**src/rtl/serializador_pkg.sv**
```systemverilog
// Shared definitions for the serial link blocks (deserializer, queue, serializer).
//   ser_state_t : serializer FSM states
//   WORD_W      : default word width in bits
package serializador_pkg;

  typedef enum logic [1:0] {
    IDLE  = 2'd0,
    SHIFT = 2'd1,
    GAP   = 2'd2
  } ser_state_t;

  localparam int unsigned WORD_W = 8;

endpackage

```
**src/rtl/serializador_if.sv**
```systemverilog
// Word-source / serial-sink bundle for the serializer.
//   master : word source + receiver side (drives word_in, word_valid_in, rx_ready_in)
//   slave  : serializer side (drives ack, serial data/strobe, status, word count)
interface serializador_if
  import serializador_pkg::*;
#(
  parameter int unsigned WIDTH = WORD_W,
  parameter int unsigned CNT_W = 8
);

  logic [WIDTH-1:0] word_in;
  logic             word_valid_in;
  logic             word_ack_out;
  logic             rx_ready_in;
  logic             data_out;
  logic             write_out;
  logic             status_out;
  logic [CNT_W-1:0] words_sent_out;

  modport master (
    output word_in, word_valid_in, rx_ready_in,
    input  word_ack_out, data_out, write_out, status_out, words_sent_out
  );

  modport slave (
    input  word_in, word_valid_in, rx_ready_in,
    output word_ack_out, data_out, write_out, status_out, words_sent_out
  );

endinterface

```
**src/rtl/serializador.sv**
```systemverilog
// Parallel-to-serial transmitter (100 KHz domain).
// Captures a word from the source, acknowledges it with a one-cycle pulse,
// then shifts it out MSB-first with a per-bit write strobe, pausing while
// the receiver is not ready. One GAP cycle follows every word.
// Ports:
//   clk_100KHz : clock, rising edge
//   reset      : asynchronous, active-low
//   bus        : serializador_if.slave (word handshake, serial out, status, count)
module serializador
  import serializador_pkg::*;
#(
  parameter int unsigned WIDTH = WORD_W,
  parameter int unsigned CNT_W = 8
) (
  input logic           clk_100KHz,
  input logic           reset,
  serializador_if.slave bus
);

  // A one-bit word still needs a one-bit counter.
  localparam int unsigned BIT_W = (WIDTH > 1) ? $clog2(WIDTH) : 1;
  localparam logic [BIT_W-1:0] LAST_BIT = BIT_W'(WIDTH - 1);

  ser_state_t       state_q, state_d;
  logic [WIDTH-1:0] shreg_q, shreg_d;
  logic [BIT_W-1:0] cnt_q, cnt_d;
  logic             ack_q, ack_d;
  logic             data_q, data_d;
  logic             write_q, write_d;
  logic [CNT_W-1:0] sent_q, sent_d;

  always_ff @(posedge clk_100KHz or negedge reset) begin
    if (!reset) begin
      state_q <= IDLE;
      shreg_q <= '0;
      cnt_q   <= '0;
      ack_q   <= 1'b0;
      data_q  <= 1'b0;
      write_q <= 1'b0;
      sent_q  <= '0;
    end else begin
      state_q <= state_d;
      shreg_q <= shreg_d;
      cnt_q   <= cnt_d;
      ack_q   <= ack_d;
      data_q  <= data_d;
      write_q <= write_d;
      sent_q  <= sent_d;
    end
  end

  always_comb begin
    state_d = state_q;
    shreg_d = shreg_q;
    cnt_d   = cnt_q;
    ack_d   = 1'b0;
    data_d  = data_q;
    write_d = 1'b0;
    sent_d  = sent_q;

    unique case (state_q)
      IDLE: begin
        if (bus.word_valid_in) begin
          shreg_d = bus.word_in;
          cnt_d   = '0;
          ack_d   = 1'b1;
          state_d = SHIFT;
        end
      end

      SHIFT: begin
        // Back-pressure holds data_out, shreg and cnt; only the strobe drops.
        if (bus.rx_ready_in) begin
          write_d = 1'b1;
          data_d  = shreg_q[WIDTH-1];
          shreg_d = shreg_q << 1;
          cnt_d   = cnt_q + 1'b1;
          if (cnt_q == LAST_BIT) begin
            cnt_d   = '0;
            sent_d  = sent_q + 1'b1;
            state_d = GAP;
          end
        end
      end

      GAP: begin
        data_d  = 1'b0;
        state_d = IDLE;
      end

      default: state_d = IDLE;
    endcase
  end

  assign bus.word_ack_out   = ack_q;
  assign bus.data_out       = data_q;
  assign bus.write_out      = write_q;
  assign bus.words_sent_out = sent_q;
  assign bus.status_out     = (state_q != IDLE);

endmodule
```
**src/flat_wrapper.sv**
```systemverilog
// flat-port wrapper written by rule: the top's interface ports become plain ports
module serializador_flat import serializador_pkg::*;
#(
  parameter int unsigned WIDTH = WORD_W,
  parameter int unsigned CNT_W = 8
)
  (clk_100KHz, reset, bus_word_in, bus_word_valid_in, bus_rx_ready_in, bus_word_ack_out, bus_data_out, bus_write_out, bus_status_out, bus_words_sent_out);
  serializador_if #(.WIDTH(WIDTH), .CNT_W(CNT_W)) bus_i ();
  input logic clk_100KHz;
  input logic reset;
  input wire logic [$bits(bus_i.word_in)-1:0] bus_word_in;
  input wire logic [$bits(bus_i.word_valid_in)-1:0] bus_word_valid_in;
  input wire logic [$bits(bus_i.rx_ready_in)-1:0] bus_rx_ready_in;
  output wire logic [$bits(bus_i.word_ack_out)-1:0] bus_word_ack_out;
  output wire logic [$bits(bus_i.data_out)-1:0] bus_data_out;
  output wire logic [$bits(bus_i.write_out)-1:0] bus_write_out;
  output wire logic [$bits(bus_i.status_out)-1:0] bus_status_out;
  output wire logic [$bits(bus_i.words_sent_out)-1:0] bus_words_sent_out;
  assign bus_i.word_in = bus_word_in;
  assign bus_i.word_valid_in = bus_word_valid_in;
  assign bus_i.rx_ready_in = bus_rx_ready_in;
  assign bus_word_ack_out = bus_i.word_ack_out;
  assign bus_data_out = bus_i.data_out;
  assign bus_write_out = bus_i.write_out;
  assign bus_status_out = bus_i.status_out;
  assign bus_words_sent_out = bus_i.words_sent_out;
  serializador #(.WIDTH(WIDTH), .CNT_W(CNT_W)) u_core (.clk_100KHz(clk_100KHz), .reset(reset), .bus(bus_i));
endmodule
```
**config.mk**
```make
export PLATFORM = sky130hd
export DESIGN_NAME = serializador_flat
export DESIGN_NICKNAME = d
export VERILOG_FILES = /design/src/rtl/serializador_pkg.sv /design/src/rtl/serializador_if.sv /design/src/rtl/serializador.sv /design/src/flat_wrapper.sv
export SDC_FILE = /design/constraint.sdc
export NUM_CORES = 1
export LEC_CHECK = 0
export BUFFER_PORTS_ARGS = -buffer_cell sky130_fd_sc_hd__buf_2
export CELL_PAD_IN_SITES_DETAIL_PLACEMENT = 0
export CELL_PAD_IN_SITES_GLOBAL_PLACEMENT = 1
export CORE_AREA = 2 2 54 56
export CTS_CLUSTER_DIAMETER = 100
export DETAILED_ROUTE_END_ITERATION = 10
export DIE_AREA = 0 0 56 58
export PLACE_DENSITY_LB_ADDON = 0.1
export SLEW_MARGIN = 10
export SYNTH_ARGS = -nofsm -noshare
export SYNTH_HDL_FRONTEND = slang
export SYNTH_SLANG_ARGS = --single-unit
```
**constraint.sdc**
```tcl
create_clock -name clk_100KHz -period 2.21 [get_ports clk_100KHz]
set_input_delay 0.3315 -clock clk_100KHz [delete_from_list [all_inputs] [get_ports clk_100KHz]]
set_output_delay 0.3315 -clock clk_100KHz [all_outputs]
set_load 0.05 [all_outputs]
```
Yosys cells after proc, flatten, opt, wreduce, memory -nomap -nowiden

Cells that the tools add are included.
Widths: inputs -> output; s select.

Bits in registers: 24
Word-level logic and storage cells: 40
Input bits: 12

Equal/unequal tests: 6
Reduce and logical (&&, ||, !) cells: 8
Add/subtract/negate cells: 2
Multiplexer cells: 17

Operators with widths:

| operator            | number |
|---|---|
| $mux 8              | 2 |
| $pmux 8 s2          | 1 |
| $mux 3              | 3 |
| $reduce_and 3->1    | 3 |
| $add 8x1->8 const B | 1 |
| $mux 2              | 3 |
| $pmux 3 s2          | 1 |
| $reduce_bool 2->1   | 3 |
| $mux 1              | 5 |
| $ne 2x2->1 const B  | 2 |
| $pmux 2 s2          | 1 |
| $add 3x1->3 const B | 1 |
| $eq 3x3->1 const B  | 1 |
| $eq 2x1->1 const B  | 1 |
| $eq 2x2->1 const B  | 1 |
| $logic_not 2->1     | 1 |
| $ne 2x1->1 const B  | 1 |
| $pmux 1 s2          | 1 |
| $reduce_and 2->1    | 1 |

Logic depth before layout (Yosys ltp)

Depth in word-level cells: 4
Mapped depth: 6
Mapped depth without buffers: 6

Least setup slack after synthesis

OpenSTA, ideal clock, no wires.

Kind: reg-to-reg
From: register u_core.cnt_q[0]
To: register u_core.sent_q[4] (netlist: u_core.bus.words_sent_out[4])
Cell stages (with the launch flop): 7
Setup slack: 0.759 ns
Data required time: 2.068 ns
Arrival time: 1.309 ns
Setup time: 0.142 ns
Clock period less this slack: 1.451 ns
Buffers on the path: 0
Cell sequence: dfrtp_1 ha_1 ha_1 nand4b_1 inv_1 nand4_1 xnor2_1

Longest elaborated chain between the ends: 2

Ends and longest elaborated chain:

| what                       | RTL line           | text |
|---|---|---|
| start, declared            | serializador.sv:26 | `logic [BIT_W-1:0] cnt_q, cnt_d;` |
| start signal, assigned     | serializador.sv:44 | `cnt_q <= cnt_d;` |
| $eq 3x3->1                 | serializador.sv:78 | `if (cnt_q == LAST_BIT) begin` |
| $reduce_and 3->1 (no line) | n/a                |  |
| end signal, assigned       | serializador.sv:48 | `sent_q <= sent_d;` |
| end, declared              | serializador.sv:30 | `logic [CNT_W-1:0] sent_q, sent_d;` |

Every way passes these cells.
A chain may end at the register's enable or synchronous reset.

Final worst setup path

From: register u_core.state_q[0]
To: output bus_status_out

Longest elaborated chain between the ends: 1

Ends and longest elaborated chain:

| what                   | RTL line           | text |
|---|---|---|
| start, declared        | serializador.sv:24 | `ser_state_t state_q, state_d;` |
| start signal, assigned | serializador.sv:42 | `state_q <= state_d;` |
| $reduce_bool 2->1      | serializador.sv:99 | `assign bus.status_out = (state_q != IDLE);` |
| end, declared          | flat_wrapper.sv:17 | `output wire logic [$bits(bus_i.status_out)-1:0] bus_status_out;` |

Every way passes these cells.

==> flow_metrics.tcl <==
set metrics [dict create \
    grtUsageMet2_pct 24.03 \
    p_leak_nw 0.7178 \
    drt_iter0_markers 16 \
    dr.pass1.iters 4 \
    cp_data_arrival_time_ps 1380 \
    rrSetupSlack_ps 550 \
    period_share_pct 77.23 \
    hold_path.class "input port to flip-flop" \
    clk_latency_ps 310 \
    p_per_area_nw_per_um2 1292 \
    rsz0062_at_grt "no" \
    grt_max_degree 25 \
    cts_htree_levels 1 \
    place_hpwl_mm 1.473 \
    io_pins 24 \
    antenna_cells 0 \
    fin_util_pct 50.24 \
    ctsLongestPathBuffers 2 \
    p_total_mw 1.728 \
    drive_gt1_share_pct 40.52 \
    grt_util_met1_pct 20.00 \
    layout.cells.non_filler 147 \
    setup_violations 0 \
    grt_use_met3_pct 2.455 \
    drv_slew 0 \
    vias 726 \
    max_cap_violations 0 \
    required_ps 1880 \
    synth-seq-area-share_pct 51.61 \
    postSynth.asyncResetShare_pct 100.0 \
    clock_sinks 24 \
    yosys_warnings 0 \
    end_kind "output port" \
    synth_xor_area_share_pct 5.269 \
    numCtsBuffers 3 \
    grt_pass1_vias 805 \
    area_delta_synth_final_pct 14.95 \
    ant_nets 0 \
    vias_per_cell 4.939 \
    root_buffer "clkbuf_4" \
    initial_core_util_pct 43.70 \
    clkTransAtPathRegs_ps 140 \
    cp_max_fo 10 \
    grt_use_total_pct 14.69 \
    synthMuxAreaShare_pct 20.43 \
    grt_antenna_before_repair 0 \
    wire_per_inst_um 13.66 \
    grt-busiest-layer "met2" \
    synthSimpleGateAreaFrac_pct 11.83 \
    die_area_um2 3248 \
    synth_edf_count 0 \
    fmax_ghz 0.5859 \
    synth-seq-cells 24 \
    status "finished clean" \
    place_inst 142 \
    synth_compound_area_share_pct 3.118 \
    io_buffers 23 \
    rows 19 \
    start_kind "flip-flop" \
    crit_type "flip-flop to output port" \
    drt-total-wl_mm 2.008 \
    grt.overflow.total 0 \
    period_minus_slack_ps 1707 \
    synthAdderAreaFrac_pct 3.226 \
    synthCells 90 \
    clock-skew-final_ps 10.84 \
    place.gp.congestion 0.7179 \
    ys.flop_type "dfrtp_1" \
    cts_tree "built" \
    hold_viol_final 0 \
    die_x_um 56 \
    dieHeight_um 58 \
    tightest_slew_ps 533.9 \
    grt_first_pass_wirelength_mm 3.739 \
    yosysUniqueCellTypes 26 \
    syn_area_um2 1164 \
    synth_area_per_cell_um2 12.93 \
    synth_top_family_by_area "multiplexers" \
    syn_nets 105 \
    max_slew_margin_pct 64.41 \
    nets 132 \
    finalSetupTns_ps 0 \
    coreArea_um2 2663 \
    ir_worst_vdd_v 0.0006579 \
    drc 0 \
]
==> placed cells by master, fill, tap and decap left out <==
| cell type | count |
|---|---|
| nand3_1 | 1 |
| dfrtp_1 | 24 |
| or2_2 | 1 |
| nand2b_1 | 1 |
| buf_4 | 1 |
| a311oi_1 | 1 |
| and2b_2 | 1 |
| dlygate4sd3_1 | 1 |
| ha_1 | 3 |
| clkbuf_8 | 1 |
| a31oi_1 | 1 |
| nor3b_1 | 1 |
| mux2i_1 | 2 |
| nor3_1 | 3 |
| buf_2 | 23 |
| nand4_1 | 3 |
| nor2b_4 | 1 |
| xor2_1 | 2 |
| nand2_1 | 7 |
| o2bb2ai_1 | 1 |
| nand4b_1 | 1 |
| inv_1 | 5 |
| xnor2_1 | 5 |
| nor2_1 | 4 |
| clkbuf_4 | 3 |
| mux2_4 | 10 |
| o21ai_0 | 1 |
| mux2_2 | 6 |
| and3_1 | 1 |
| o211ai_1 | 1 |
==> stage by stage <==
stage	hold slack (ps)	area, um2	worst slack (ps)
after global placement	348.6	1291	602.2
after detailed placement	349.7	1291	562.5
final	215.3	1338	503.3
after global routing	211.8	1338	381.3
after CTS	213.2	1338	499.2
after floorplan	35.91	1164	758.9
==> kinds of logic after synthesis <==
| group | after synthesis |
|---|---|
| and+or+nand+nor | 25 |
| muxes | 18 |
| AOI/OAI and AO/OA | 5 |
| DFF | 24 |
| xor gates and xnor gates | 7 |
| adders and majority gates | 3 |
| buffers and inverters | 8 |
==> where the power goes <==
group,leakage (nW),internal [mW],switching [mW]
logic,0.386,0.391,0.412
clock network,0.0210,0.100,0.128
registers,0.311,0.578,0.119
==> worst max-delay path: stages, from the launching register on <==
cell and delay, ps:
dfrtp_1 500, or2_2 350, buf_2 220
==> state kept, by name (all words and copies together), names as in the netlist <==
signal,count
u_core.state_q,2
u_core.bus.word_ack_out,1
u_core.cnt_q,3
u_core.bus.write_out,1
u_core.bus.words_sent_out,8
u_core.bus.data_out,1
u_core.shreg_q,8
==> layout make-up <==
| cell class | instances | area, um2 |
|---|---|---|
| fillers | 265 | 1325 |
| flip-flops and latches | 24 | 600.6 |
| well taps | 31 | 38.79 |
| repair buffers | 25 | 132.6 |
| clock buffers | 4 | 36.28 |
| inverters | 5 | 18.77 |
| multi-input cells | 58 | 510.5 |
==> Yosys cell counts (all sizes together) (2+ instances only) <==
library cell  number  area share (%)
buf                3             2.9
mux2i              2             1.7
inv                5             1.6
nor3               3             1.3
mux2              16              19
nor2               4             1.3
nand2              7             2.3
dfrtp             24              52
xnor2              5             3.8
xor2               2             1.5
ha                 3             3.2
nand4              3             1.6
==> worst paths after layout <==
| check | endpoint | start | cells after the start |
|---|---|---|---|
| setup / recovery | bus_status_out | u_core.state_q[0] | 2 |
| min in group asynchronous | u_core.bus.word_ack_out | reset | 2 |
| hold reg to reg | u_core.bus.words_sent_out[7] | u_core.bus.words_sent_out[7] | 1 |
| setup reg to reg | u_core.bus.words_sent_out[4] | u_core.cnt_q[0] | 6 |
| hold / removal | u_core.shreg_q[0] | bus_word_in[0] | 2 |
| max in group asynchronous | u_core.bus.words_sent_out[3] | reset | 2 |
==> per-layer routing <==
| layer | vias up | share of wire [%] |
|---|---|---|
| li1 | 360 | - |
| met1 | 351 | 46 |
| met2 | 13 | 48 |
| met3 | 2 | 4.7 |
| met4 | 0 | 0.65 |
| met5 | - | 0 |
==> repair_timing <==
action	4_1_cts	5_1_grt
buffers inserted	0	0
hold endpoints to repair	15	0
resized for setup	0	0
hold buffers	1	0
Note: power is estimated with default switching activity, not from simulation.
